<file path="src/rtl/dem_sweep_ctrl.sv">
// dem_sweep_ctrl: steps a square-wave output through eight rates, each period
// R times shorter than the one before, holding HOLD full periods per rate.
// One shared counter serves every rate. The outputs are registered, and each
// output register is loaded from the next-state values so that it lines up
// with the counter value of the same cycle.
// Optional feature: define SWEEP_LOOP_EN to make the sweep wrap back to its
// start index instead of finishing. The sweep then ends only on stop or reset.
module dem_sweep_ctrl #(
  parameter int unsigned M    = 500000000,
  parameter int unsigned R    = 10,
  parameter int unsigned N    = 30,
  parameter int unsigned HOLD = 4
) (
  input  logic       clk,
  input  logic       reset,
  input  logic       start,
  input  logic       stop,
  input  logic       dir,
  output logic       wave,
  output logic [2:0] idx,
  output logic       tick,
  output logic       busy,
  output logic       done
);

  localparam logic [1:0] S_IDLE = 2'd0;
  localparam logic [1:0] S_RUN  = 2'd1;
  localparam logic [1:0] S_FIN  = 2'd2;

  localparam logic [N-1:0] P0 = N'(M);
  localparam logic [N-1:0] P1 = N'(M / R);
  localparam logic [N-1:0] P2 = N'(M / (R ** 2));
  localparam logic [N-1:0] P3 = N'(M / (R ** 3));
  localparam logic [N-1:0] P4 = N'(M / (R ** 4));
  localparam logic [N-1:0] P5 = N'(M / (R ** 5));
  localparam logic [N-1:0] P6 = N'(M / (R ** 6));
  localparam logic [N-1:0] P7 = N'(M / (R ** 7));

  localparam logic [7:0] HOLD_LAST = 8'(HOLD - 1);

  // Period in clk cycles for rate index k
  function automatic logic [N-1:0] period_of(input logic [2:0] k);
    case (k)
      3'd0:    period_of = P0;
      3'd1:    period_of = P1;
      3'd2:    period_of = P2;
      3'd3:    period_of = P3;
      3'd4:    period_of = P4;
      3'd5:    period_of = P5;
      3'd6:    period_of = P6;
      default: period_of = P7;
    endcase
  endfunction

  logic [1:0]   state, state_n;
  logic [N-1:0] cnt, cnt_n;
  logic [7:0]   pcnt, pcnt_n;
  logic [2:0]   idx_n;
  logic         dir_q, dir_n;
  logic         wave_n, tick_n, busy_n, done_n;
  logic [N-1:0] per_cur, per_nxt;
  logic         at_last, at_final;

  // State, counters and registered outputs
  always_ff @(posedge clk) begin
    if (reset) begin
      state <= S_IDLE;
      cnt   <= '0;
      pcnt  <= '0;
      idx   <= '0;
      dir_q <= 1'b0;
      wave  <= 1'b0;
      tick  <= 1'b0;
      busy  <= 1'b0;
      done  <= 1'b0;
    end else begin
      state <= state_n;
      cnt   <= cnt_n;
      pcnt  <= pcnt_n;
      idx   <= idx_n;
      dir_q <= dir_n;
      wave  <= wave_n;
      tick  <= tick_n;
      busy  <= busy_n;
      done  <= done_n;
    end
  end

  // Next-state, counter updates and next-cycle output values
  always_comb begin
    state_n  = state;
    cnt_n    = '0;
    pcnt_n   = pcnt;
    idx_n    = idx;
    dir_n    = dir_q;
    per_cur  = period_of(idx);
    at_last  = (cnt == per_cur - N'(1));
    at_final = dir_q ? (idx == 3'd0) : (idx == 3'd7);

    case (state)
      S_IDLE: begin
        if (start && !stop) begin
          state_n = S_RUN;
          pcnt_n  = '0;
          dir_n   = dir;
          idx_n   = {3{dir}};
        end
      end
      S_RUN: begin
        if (stop) begin
          state_n = S_IDLE;
        end else if (!at_last) begin
          cnt_n = cnt + N'(1);
        end else if (pcnt != HOLD_LAST) begin
          pcnt_n = pcnt + 8'd1;
        end else if (!at_final) begin
          pcnt_n = '0;
          idx_n  = dir_q ? (idx - 3'd1) : (idx + 3'd1);
        end else begin
`ifdef SWEEP_LOOP_EN
          pcnt_n = '0;
          idx_n  = {3{dir_q}};
`else
          state_n = S_FIN;
`endif
        end
      end
      S_FIN: begin
        state_n = S_IDLE;
      end
      default: begin
        state_n = S_IDLE;
      end
    endcase

    per_nxt = period_of(idx_n);
    busy_n  = (state_n == S_RUN);
    done_n  = (state_n == S_FIN);
    wave_n  = busy_n && (cnt_n >= (per_nxt >> 1));
    tick_n  = busy_n && (cnt_n == per_nxt - N'(1));
  end

endmodule
</file>
<file path="config.mk">
export PLATFORM = sky130hd
export DESIGN_NAME = dem_sweep_ctrl
export DESIGN_NICKNAME = d
export VERILOG_FILES = /design/src/rtl/dem_sweep_ctrl.sv
export SDC_FILE = /design/constraint.sdc
export NUM_CORES = 1
export LEC_CHECK = 0
export ABC_AREA = 1
export BUFFER_PORTS_ARGS = -buffer_cell sky130_fd_sc_hd__buf_4
export CAP_MARGIN = 20
export CORE_AREA = 2 2 106 108
export CTS_BUF_LIST = sky130_fd_sc_hd__clkbuf_4
export CTS_CLUSTER_SIZE = 8
export DETAILED_ROUTE_END_ITERATION = 7
export DIE_AREA = 0 0 108 110
export PLACE_DENSITY = 0.6
export SKIP_LAST_GASP = 1
export SLEW_MARGIN = 20
export SYNTH_ARGS = -nofsm -noshare
export SYNTH_HDL_FRONTEND = slang
export SYNTH_SLANG_ARGS = --single-unit
</file>
<file path="constraint.sdc">
create_clock -name clk -period 11.5 [get_ports clk]
set_input_delay 0.575 -clock clk [delete_from_list [all_inputs] [get_ports clk]]
set_output_delay 0.575 -clock clk [all_outputs]
set_load 0.01 [all_outputs]
</file>
Yosys cells after proc, flatten, opt, wreduce, memory -nomap -nowiden:

Cells that the tools add are included.

* register bits after elaboration: 48
* input bits: 5

* order comparisons: 1
* reductions and logical operators: 10
* add/subtract/negate cells: 6
* equality and inequality tests: 23
* multiplexer cells: 25

Operators with widths (number)
* one-hot mux 29 bit (7 select lines): 2
* two-way mux 30 bit: 3
* == test 30 bit: 2
* subtractor 30 x 1 -> 30 bit (second input constant): 2
* two-way mux 8 bit: 5
* adder 30 x 1 -> 30 bit (second input constant): 1
* >= comparator 30 x 29 -> 1 bit: 1
* == test 3 bit (second input constant): 7
* two-way mux 3 bit: 6
* one-hot mux 8 bit (2 select lines): 1
* == test 3 x 2 -> 1 bit (second input constant): 4
* two-way mux 2 bit: 5
* adder 8 x 1 -> 8 bit (second input constant): 1
* inequality test 8 x 2 -> 1 bit (second input constant): 1
* == test 3 x 1 -> 1 bit (second input constant): 2
* zero test 3 bit: 2
* inequality test 2 bit (second input constant): 3
* one-hot mux 3 bit (2 select lines): 1
* AND reduction 5 bit: 1
* == test 2 x 1 -> 1 bit (second input constant): 2
* one-hot mux 2 bit (2 select lines): 1
* adder 3 x 1 -> 3 bit (second input constant): 1
* logical AND 1 bit: 3
* inequality test 3 bit (second input constant): 1
* other kinds (7): 7

Depth between registers and ports, before layout:

Gate-level depths: netlist of the first run.

* depth after elaboration: 12
* mapped depth: 37
* depth with buffers taken out: 36

Worst setup path after synthesis of the first run:

Ideal clock, no wire load.

* path type: register to register
* start: register idx[0]
* end: register wave
* period minus slack after synthesis: 4381 ps
* cell stages (with the launch flop): 32
* data arrival time: 4306 ps
* setup time: 74 ps
* setup slack: 7119 ps
* cells stage by stage: dfxtp_1 -> buf_2 -> inv_1 -> ha_1 -> o21ai_2 -> nand2_2 -> nor2_4 -> nand4_2 -> nand3_1 -> nand2_1 -> nor2_1 -> nand3_1 -> nor2_2 -> nand3_1 -> a21oi_1 -> nand2_1 -> nand3_1 -> nand2_1 -> nor2_1 -> inv_1 -> ha_1 -> nand2_1 -> inv_1 -> nand4_1 -> o21bai_1 -> o2111ai_1 -> inv_1 -> o21ai_0 -> a21oi_1 -> o21ai_0 -> nand3_1 -> a31oi_1

* cells in the longest elaborated chain, start to end: 11

RTL lines
* start: declaration: RTL line 20 `output logic [2:0] idx,`
* start signal: assignment: RTL line 80 `idx <= idx_n;`
* == test 3 bit (tied with other cells): RTL line 43 `case (k)`
* one-hot mux 29 bit (7 select lines) (tied with other cells): RTL line 43
* subtractor 30 x 1 -> 30 bit or two-way mux 3 bit (tied branches): RTL line 97, 116
* == test 30 bit or two-way mux 3 bit (tied branches): RTL line 97, 114
* two-way mux 3 bit: RTL line 112 `end else if (!at_last) begin`
* two-way mux 3 bit: RTL line 110 `if (stop) begin`
* one-hot mux 3 bit (2 select lines): RTL line 100 `case (state)`
* == test 3 bit (tied with other cells): RTL line 43
* one-hot mux 29 bit (7 select lines): RTL line 43
* >= comparator 30 x 29 -> 1 bit: RTL line 139 `wave_n = busy_n && (cnt_n >= (per_nxt >> 1));`
* logical AND 1 bit *: RTL line 139
* end signal: assignment: RTL line 82 `wave <= wave_n;`
* end: declaration: RTL line 19 `output logic wave,`

Every way passes the cells marked *; elsewhere a longest branch is shown, timed or not.
A chain may end at the register's enable or synchronous reset.

Final worst setup path of the first run:

Ends and elaborated chain as after synthesis.

==> reports/qor.csv, run 1 <==
stage;metric;value;unit
run_status;status;completed;
cts;PostCTS Resize Cnt;0;
power;Pint;260;uW
synthesis;post-synth cell types;42;
detailed_routing;DR WL/cell;14.7;um
timing;relative slew slack;59.0;%
cts;CTS sink cnt;48;
final_layout;post-route cell area;4970;um^2
power;Sw Ratio;38.4;%
critical_path;crit start category;register;
grt;initial antenna violation count;0;
critical_path;slowest CP cell;dfxtp_1;
floorplanning;# rows;38;
place;area of placed instances;4890;um^2
detailed_routing;Final ANT Viol Nets;0;
detailed_routing;DRT Pass-1 Iters;6;
floorplanning;Starting Density;44.3;%
critical_path;Crit Reg-Reg Startpoint;idx[0];
critical_path;worst-case reg-to-reg path depth;27;
cts;CTS Root Cell;clkbuf_4;
critical_path;WS Path Type;register to register;
run;MaxCap Viol Count;0;
floorplanning;Die ar.;11900;um^2
timing;final setup fails;0;
detailed_routing;via density per instance;5.29;
final_layout;P&R area growth vs syn;4.91;%
timing;RSZ-0062 raised after global routing;false;
worst_hold_path;HP Class;register to register;
timing;clk_skew;12.7;ps
place;Placer Congestion;0.955;
cts;H-tree levels;2;
synthesis;Post-synth EDFFs;0;
grt;vias in the first global route;4581;
timing;Tmin final;6130;ps
synthesis;Main synth FF type;dfxtp_1;
detailed_routing;drt initial violations;395;
critical_path;FF-to-FF End;wave;
cts;CTS tree;yes;
critical_path;CP endpoint kind;register;
timing;Hold Vio Cnt, Final;0;
worst_hold_path;Worst Hold Launch;pcnt[1];
synthesis;post-synth top area share;20.3;%
critical_path;worst-path maximum fanout;13;
synthesis;sequential element share of the synthesized area;20.3;%
power;Sw Pwr;162;uW
critical_path;end of the critical path;wave;
detailed_routing;final WL;13500;um
synthesis;#FFs+latches synth;48;
grt;first-pass GRT wire length;22300;um
power;Max VDD drop;47.3;uV
synthesis;Mapped Avg Cell Area;6.09;um^2
floorplanning;die width;108;um
synthesis;Warnings, synthesis;0;
critical_path;r2r setup slk;5370;ps
detailed_routing;Via Count;4874;
power;power consumption;422;uW
timing;Worst Tran Pin Value;610;ps
synthesis;synthesized net count;822;
power;power density over the cells;84.9;nW/um^2
critical_path;Arr. time, crit path;6400;ps
synthesis;async set or reset register ratio after synthesis;0;%
cts;clock-pin slew on the worst setup and hold paths;150;ps
timing;setup_tns;0;ps
cts;cts bufs inserted;5;
power;P_leak;2.38;nW
critical_path;most numerous cell on the critical path;nand2_1;
final_layout;Util after Layout;46.5;%
cts;# hold bufs at CTS;0;
final_layout;Post-layout nets;824;
final_layout;layout cells sized above 1;6.91;%
cts;Setup Fix Bufs, Post-CTS;0;
grt;Total GRT Usage;23.7;%
timing;fin crit share;53.3;%
floorplanning;Die Y-Extent;110;um
place;count of input and output buffers;11;
detailed_routing;drc violations;0;
synthesis;Synth area leader;dfxtp_1;
power;Comb power frac;34.1;%
floorplanning;core box area;10700;um^2
synthesis;Post-Syn Area;4740;um^2
cts;Skew-Pair Late Insertion Delay;370;ps
grt;total grt overflow;0;
cts;clock buffer depth;2;
timing;Slew Viols, Final;0;
timing;maximum clock rate;163;MHz
place;dpl hpwl;11000;um
final_layout;# diodes;0;
floorplanning;I/O Pins;12;
critical_path;worst path required time;11770;ps
synthesis;Mapped Cells;778;
critical_path;Critical Path Start;idx[0];
grt;pin count of the biggest net entering global routing;38;
critical_path;Worst path max stage delay;660;ps
synthesis;largest cells by area after synthesis;dfxtp_1 20%, nand2_1 14%, ha_1 10%;
power;Seq pwr share;41.0;%
power;clock share of power;24.9;%
[metal layers]
layer  GRT usage (%)  share of wire, %
met3            2.29               5.4
met2            38.3                43
met1            34.3                50
met4            4.85               1.0
met5               0                 0
[cell usage in the layout, fill, tap and decap left out, types with 8 or more instances in the layout]
| cell | count |
|---|---|
| o21ai_0 | 25 |
| xor2_1 | 27 |
| nand2_1 | 173 |
| a21oi_1 | 23 |
| nor3_1 | 29 |
| inv_1 | 113 |
| nor2_1 | 115 |
| dfxtp_1 | 48 |
| nand2_2 | 8 |
| nand3_1 | 78 |
| nand4_1 | 22 |
| ha_1 | 39 |
| buf_4 | 11 |
[state kept, by name, indices dropped and copies added, names as in the netlist]
register  count
wave          1
dir_q         1
tick          1
idx           3
cnt          30
state         2
busy          1
done          1
pcnt          8
[worst min path at each step]
stage / slack [ps] / end / cells past startpoint
finish: 500 / pcnt[1] / 2
global route: 530 / pcnt[1] / 2
CTS: 500 / pcnt[1] / 2
detailed placement: 480 / pcnt[1] / 2
global placement: 470 / pcnt[1] / 2
floorplan: 460 / pcnt[1] / 2
[power by group through the flow]
stage | Combinational [mW] | Clock (mW) | Sequential (mW)
floorplan | 0.117 | 0 | 0.175
finish | 0.144 | 0.105 | 0.173
global route | 0.163 | 0.115 | 0.173
detailed placement | 0.142 | 0 | 0.176
CTS | 0.142 | 0.108 | 0.173
global placement | 0.142 | 0 | 0.176
[synthesized netlist by cell type, types with 3 or more instances]
| cell type | number |
|---|---|
| nor3_1 | 29 |
| a211oi_1 | 3 |
| a21oi_1 | 23 |
| clkbuf_1 | 6 |
| nand4_1 | 22 |
| inv_2 | 7 |
| nand3_2 | 5 |
| nand3_1 | 78 |
| ha_1 | 39 |
| buf_6 | 5 |
| o21ai_0 | 25 |
| inv_1 | 113 |
| nand2_4 | 4 |
| nand2_2 | 8 |
| dfxtp_1 | 48 |
| nor2_2 | 5 |
| o22ai_1 | 3 |
| xnor2_1 | 7 |
| xor2_1 | 27 |
| nor3b_1 | 4 |
| buf_2 | 3 |
| nor2_1 | 115 |
| nand2_1 | 173 |
| nor4_1 | 4 |
[stage by stage]
| step | instances | hold WS [ps] | setup WS, ps |
|---|---|---|---|
| 4_1_cts | 921 | 500 | 5350 |
| 6_report | 921 | 500 | 5370 |
| 3_3_place_gp | 913 | 466 | 5330 |
| 5_1_grt | 921 | 529 | 4750 |
| 2_1_floorplan | 778 | 456 | 7120 |
| 3_5_place_dp | 913 | 479 | 5370 |
[cell families after synthesis]
kind of cell	synth area share (%)
AOI/OAI and AO/OA	7.98
xor gates and xnor gates	6.29
adders and majority gates	10.3
buffers and inverters	11.8
DFF	20.3
and+or+nand+nor	43.3
[layout make-up]
cell class	count	area, um^2
Tap cell	140	175
Timing Repair Buffer	11	82.6
Fill cell	1183	5730
Sequential cell	48	961
Clock inverter	3	42.5
Multi-Input combinational cell	593	3220
Clock buffer	5	37.5
Inverter	121	454
[critical path: cells and delay by family, from the launching register on]
family          cells  cell delay, ps
simple gates       18            3310
buf+inv             1             220
fa+ha+maj           2             680
compound gates      6            1150
flops               1             660
Note: power is estimated with default switching activity, not from simulation.
==> run 2: changes to the inputs <==
ABC_AREA = 0   (was 1)
PLACE_DENSITY = 0.62   (was 0.6)
clock period = 4.9 ns   (was 11.5 ns; I/O delays follow)
==> run 2 against run 1 <==
  * The flow now finishes with violations (setup timing)
  * Flip-flop and latch count stayed put
  * Cell count is 6.6% lower
  * Core utilization is 10 points higher
  * Clock power is 140% higher
  * Sequential share of layout area is 3.3 points lower
  * Non-clock buffer count is 113 higher
  * Critical path depth is 4 lower
  * Maximum frequency is 22% higher
  * Cell area is 22% higher
  * First-iteration DRC count is 24% higher
  * Highest routed layer is now met5
==> reports/qor.csv, run 2 <==
stage;metric;value;unit;change
place;dpl hpwl;12300;um;+12%
floorplanning;Die Y-Extent;110;um;unchanged
final_layout;max FFs per register;30;;unchanged
synthesis;sequential element share of the synthesized area;20.3;%;about the same
final_layout;fill count;989;;-16%
final_layout;commonest non-fill, non-tap cell in the layout;buf_4;;
cts;H-tree levels;2;;unchanged
final_layout;Post-layout nets;763;;-7.4%
timing;Hold Vio Cnt, Final;0;;unchanged
grt;initial antenna violation count;1;;+1
place;count of input and output buffers;11;;unchanged
run_status;failing checks;setup timing;;
critical_path;Top delay family on crit path;simple AND/OR/NAND/NOR gates;;
synthesis;Mapped Avg Cell Area;7.56;um^2;+24%
run;MaxCap Viol Count;0;;unchanged
critical_path;CP endpoint kind;register;;
detailed_routing;Via Count;5051;;+3.6%
timing;final setup fails;1;;+1
detailed_routing;DRT Pass-1 Iters;5;;-1
cts;clock-pin slew on the worst setup and hold paths;170;ps;+20 ps
final_layout;layout cells sized above 1;27.5;%;+21 points
critical_path;slowest CP cell;or4b_1;;
worst_hold_path;HP Class;primary input to register;;
grt;vias in the first global route;4961;;+8.3%
timing;final hold slack;258;ps;-242 ps
floorplanning;Starting Density;44.3;%;about the same
final_layout;P&R area growth vs syn;27.6;%;
critical_path;worst-path maximum fanout;6;;-7
critical_path;most numerous cell on the critical path;a21o_1;;
detailed_routing;drc violations;0;;unchanged
synthesis;Synth area leader;dfxtp_1;;
power;Max VDD drop;136;uV;+190%
critical_path;worst path required time;5180;ps;-6590 ps
synthesis;Post-Syn Area;4740;um^2;about the same
timing;clk_skew;25.4;ps;+12.7 ps
timing;maximum clock rate;199;MHz;+22%
synthesis;post-synth top area share;20.3;%;about the same
grt;pin count of the biggest net entering global routing;31;;-18%
synthesis;Post-synth EDFFs;0;;unchanged
critical_path;WS Path Type;register to register;;
timing;Slew Viols, Final;0;;unchanged
critical_path;Arr. time, crit path;5310;ps;-1090 ps
power;power consumption;1.02;mW;+140%
run_status;status;finished with violations;;
synthesis;most frequent cell after synthesis;nor2_1;;
cts;CTS Root Cell;clkbuf_4;;
timing;RSZ-0062 raised after global routing;true;;
grt;Total GRT Usage;27.7;%;+4.1 points
final_layout;Most flops, register;cnt;;
timing;fin crit share;103;%;+49 points
grt;total grt overflow;0;;unchanged
detailed_routing;via density per instance;5.87;;+11%
synthesis;Mapped Cells;627;;-19%
synthesis;async set or reset register ratio after synthesis;0;%;unchanged
detailed_routing;DR WL/cell;18.5;um;+26%
synthesis;Post-synth top cells;90 x nor2_1, 48 x dfxtp_1, 40 x nand2_1;;
floorplanning;die width;108;um;unchanged
cts;CTS sink cnt;48;;unchanged
floorplanning;# rows;38;;unchanged
critical_path;critical-path cell list;buf_4 > ha_4 > or4b_1 > o211ai_1 > xor2_1 > or3_1 > or3_4 > nor4b_4 > or2_4 > buf_4 > nor2_2 > ha_1 > nor2b_1 > o21ai_1 > o211ai_1 > a21o_1 > a21o_1 > a21o_1 > a21o_1 > a21oi_2 > o21ai_1 > o221ai_1 > a21boi_1;;
synthesis;#FFs+latches synth;48;;unchanged
critical_path;Worst path max stage delay;520;ps;-140 ps
detailed_routing;Final ANT Viol Nets;0;;unchanged
critical_path;buffer and inverter count on the worst path;2;;+1
critical_path;crit start category;register;;
grt;first-pass GRT wire length;25600;um;+15%
timing;Worst Tran Pin Value;836;ps;+226 ps
final_layout;Util after Layout;56.5;%;+10 points
floorplanning;I/O Pins;12;;unchanged
final_layout;# diodes;0;;unchanged
cts;clock buffer depth;2;;unchanged
synthesis;post-synth cell types;75;;+79%
synthesis;synthesized net count;671;;-18%
cts;CTS tree;yes;;
floorplanning;Die ar.;11900;um^2;unchanged
detailed_routing;drt initial violations;491;;+24%
synthesis;Warnings, synthesis;0;;unchanged
synthesis;largest cells by area after synthesis;dfxtp_1 20%, ha_1 10%, nor2_1 7.1%;;
cts;Skew-Pair Late Insertion Delay;370;ps;about the same
detailed_routing;final WL;15900;um;+18%
cts;cts bufs inserted;5;;unchanged
floorplanning;core box area;10700;um^2;unchanged
synthesis;Main synth FF type;dfxtp_1;;
power;P_leak;2.51;nW;+5.3%
place;Placer Congestion;1.01;;+5.7%
timing;Tmin final;5030;ps;-1100 ps
power;power density over the cells;169;nW/um^2;+99%
timing;final worst slack;-132;ps;-5500 ps
final_layout;most frequent cells in the layout;115 x buf_4, 82 x nor2_1, 45 x dfxtp_1, 39 x nand2_1, 37 x nor3_1;;
final_layout;Regs by FF count;cnt (30), pcnt (8), idx (3);;
timing;relative slew slack;43.8;%;-15 points
==> run 2: layout make-up <==
class | instances | area [um^2] | area share [%]
clock inverters | 2 | 35.0 | 0.579
clock buffers | 6 | 45.0 | 0.745
inverters | 22 | 87.6 | 1.45
well taps | 140 | 175 | 2.90
multi-input cells | 518 | 3750 | 62.0
flip-flops and latches | 48 | 972 | 16.1
repair buffers | 124 | 985 | 16.3
==> run 2: worst register-to-register path: cells and delay by family (launching register included) <==
kind	cells	cell delay, ps
adder cells (fa/ha/maj)	2	480
buffers and inverters	2	250
flip-flops	1	400
AO/OA/AOI/OAI	11	1640
XOR/XNOR	1	120
AND/OR/NAND/NOR	7	2050
==> run 2: through the flow <==
step | worst slack, ps | setup TNS (ps) | cells | cell area [um^2]
after global routing | -390 | -390 | 860 | 6050
after floorplan | -147 | -147 | 627 | 4880
after global placement | -153 | -153 | 831 | 5590
after detailed placement | -338 | -338 | 831 | 5590
after CTS | -34.6 | -34.6 | 848 | 5840
final | -132 | -132 | 860 | 6050
==> run 2: power breakdown <==
part / internal (mW) / leakage [nW] / total (mW) / switching, mW
clock: 0.113 / 0.0456 / 0.251 / 0.138
sequential: 0.394 / 0.390 / 0.401 / 0.00703
combinational: 0.174 / 2.07 / 0.368 / 0.194
total: 0.681 / 2.51 / 1.02 / 0.339
==> run 2: final timing paths <==
path,slack [ps],cells after the start,endpoint,start
worst max-delay path,-130,23,wave,idx[0]
worst min-delay path,260,2,cnt[23],reset
worst max register to register,-130,23,wave,idx[0]
worst min register to register,540,2,pcnt[1],pcnt[1]
==> run 2: logic make-up (layout without fill, tap and decap cells) <==
family | after synthesis | in the layout | share of synthesized area [%]
xor gates and xnor gates | 58 | 58 | 11.2
DFF | 48 | 48 | 20.3
AOI/OAI and AO/OA | 123 | 123 | 18.1
buffers and inverters | 61 | 154 | 5.68
and+or+nand+nor | 282 | 282 | 30.8
muxes | 16 | 16 | 3.70
adders and majority gates | 39 | 39 | 10.3
==> run 2: routing by layer <==
layer / track usage, % / routed length (um) / up-vias
met2: 46.0 / 7350 / 191
met1: 36.7 / 7030 / 2368
met4: 10.1 / 577 / 2
met3: 4.17 / 944 / 42
met5: 0 / 13 / -
li1: - / - / 2448
==> run 2: timing repair <==
item                                    4_1_cts  5_1_grt
hold buffers                                  0        0
pin swaps                                    15       32
setup buffers                                10       12
gates resized for setup                      30       26
endpoints found under the hold margin         0        0
endpoints found under the setup margin        1        1
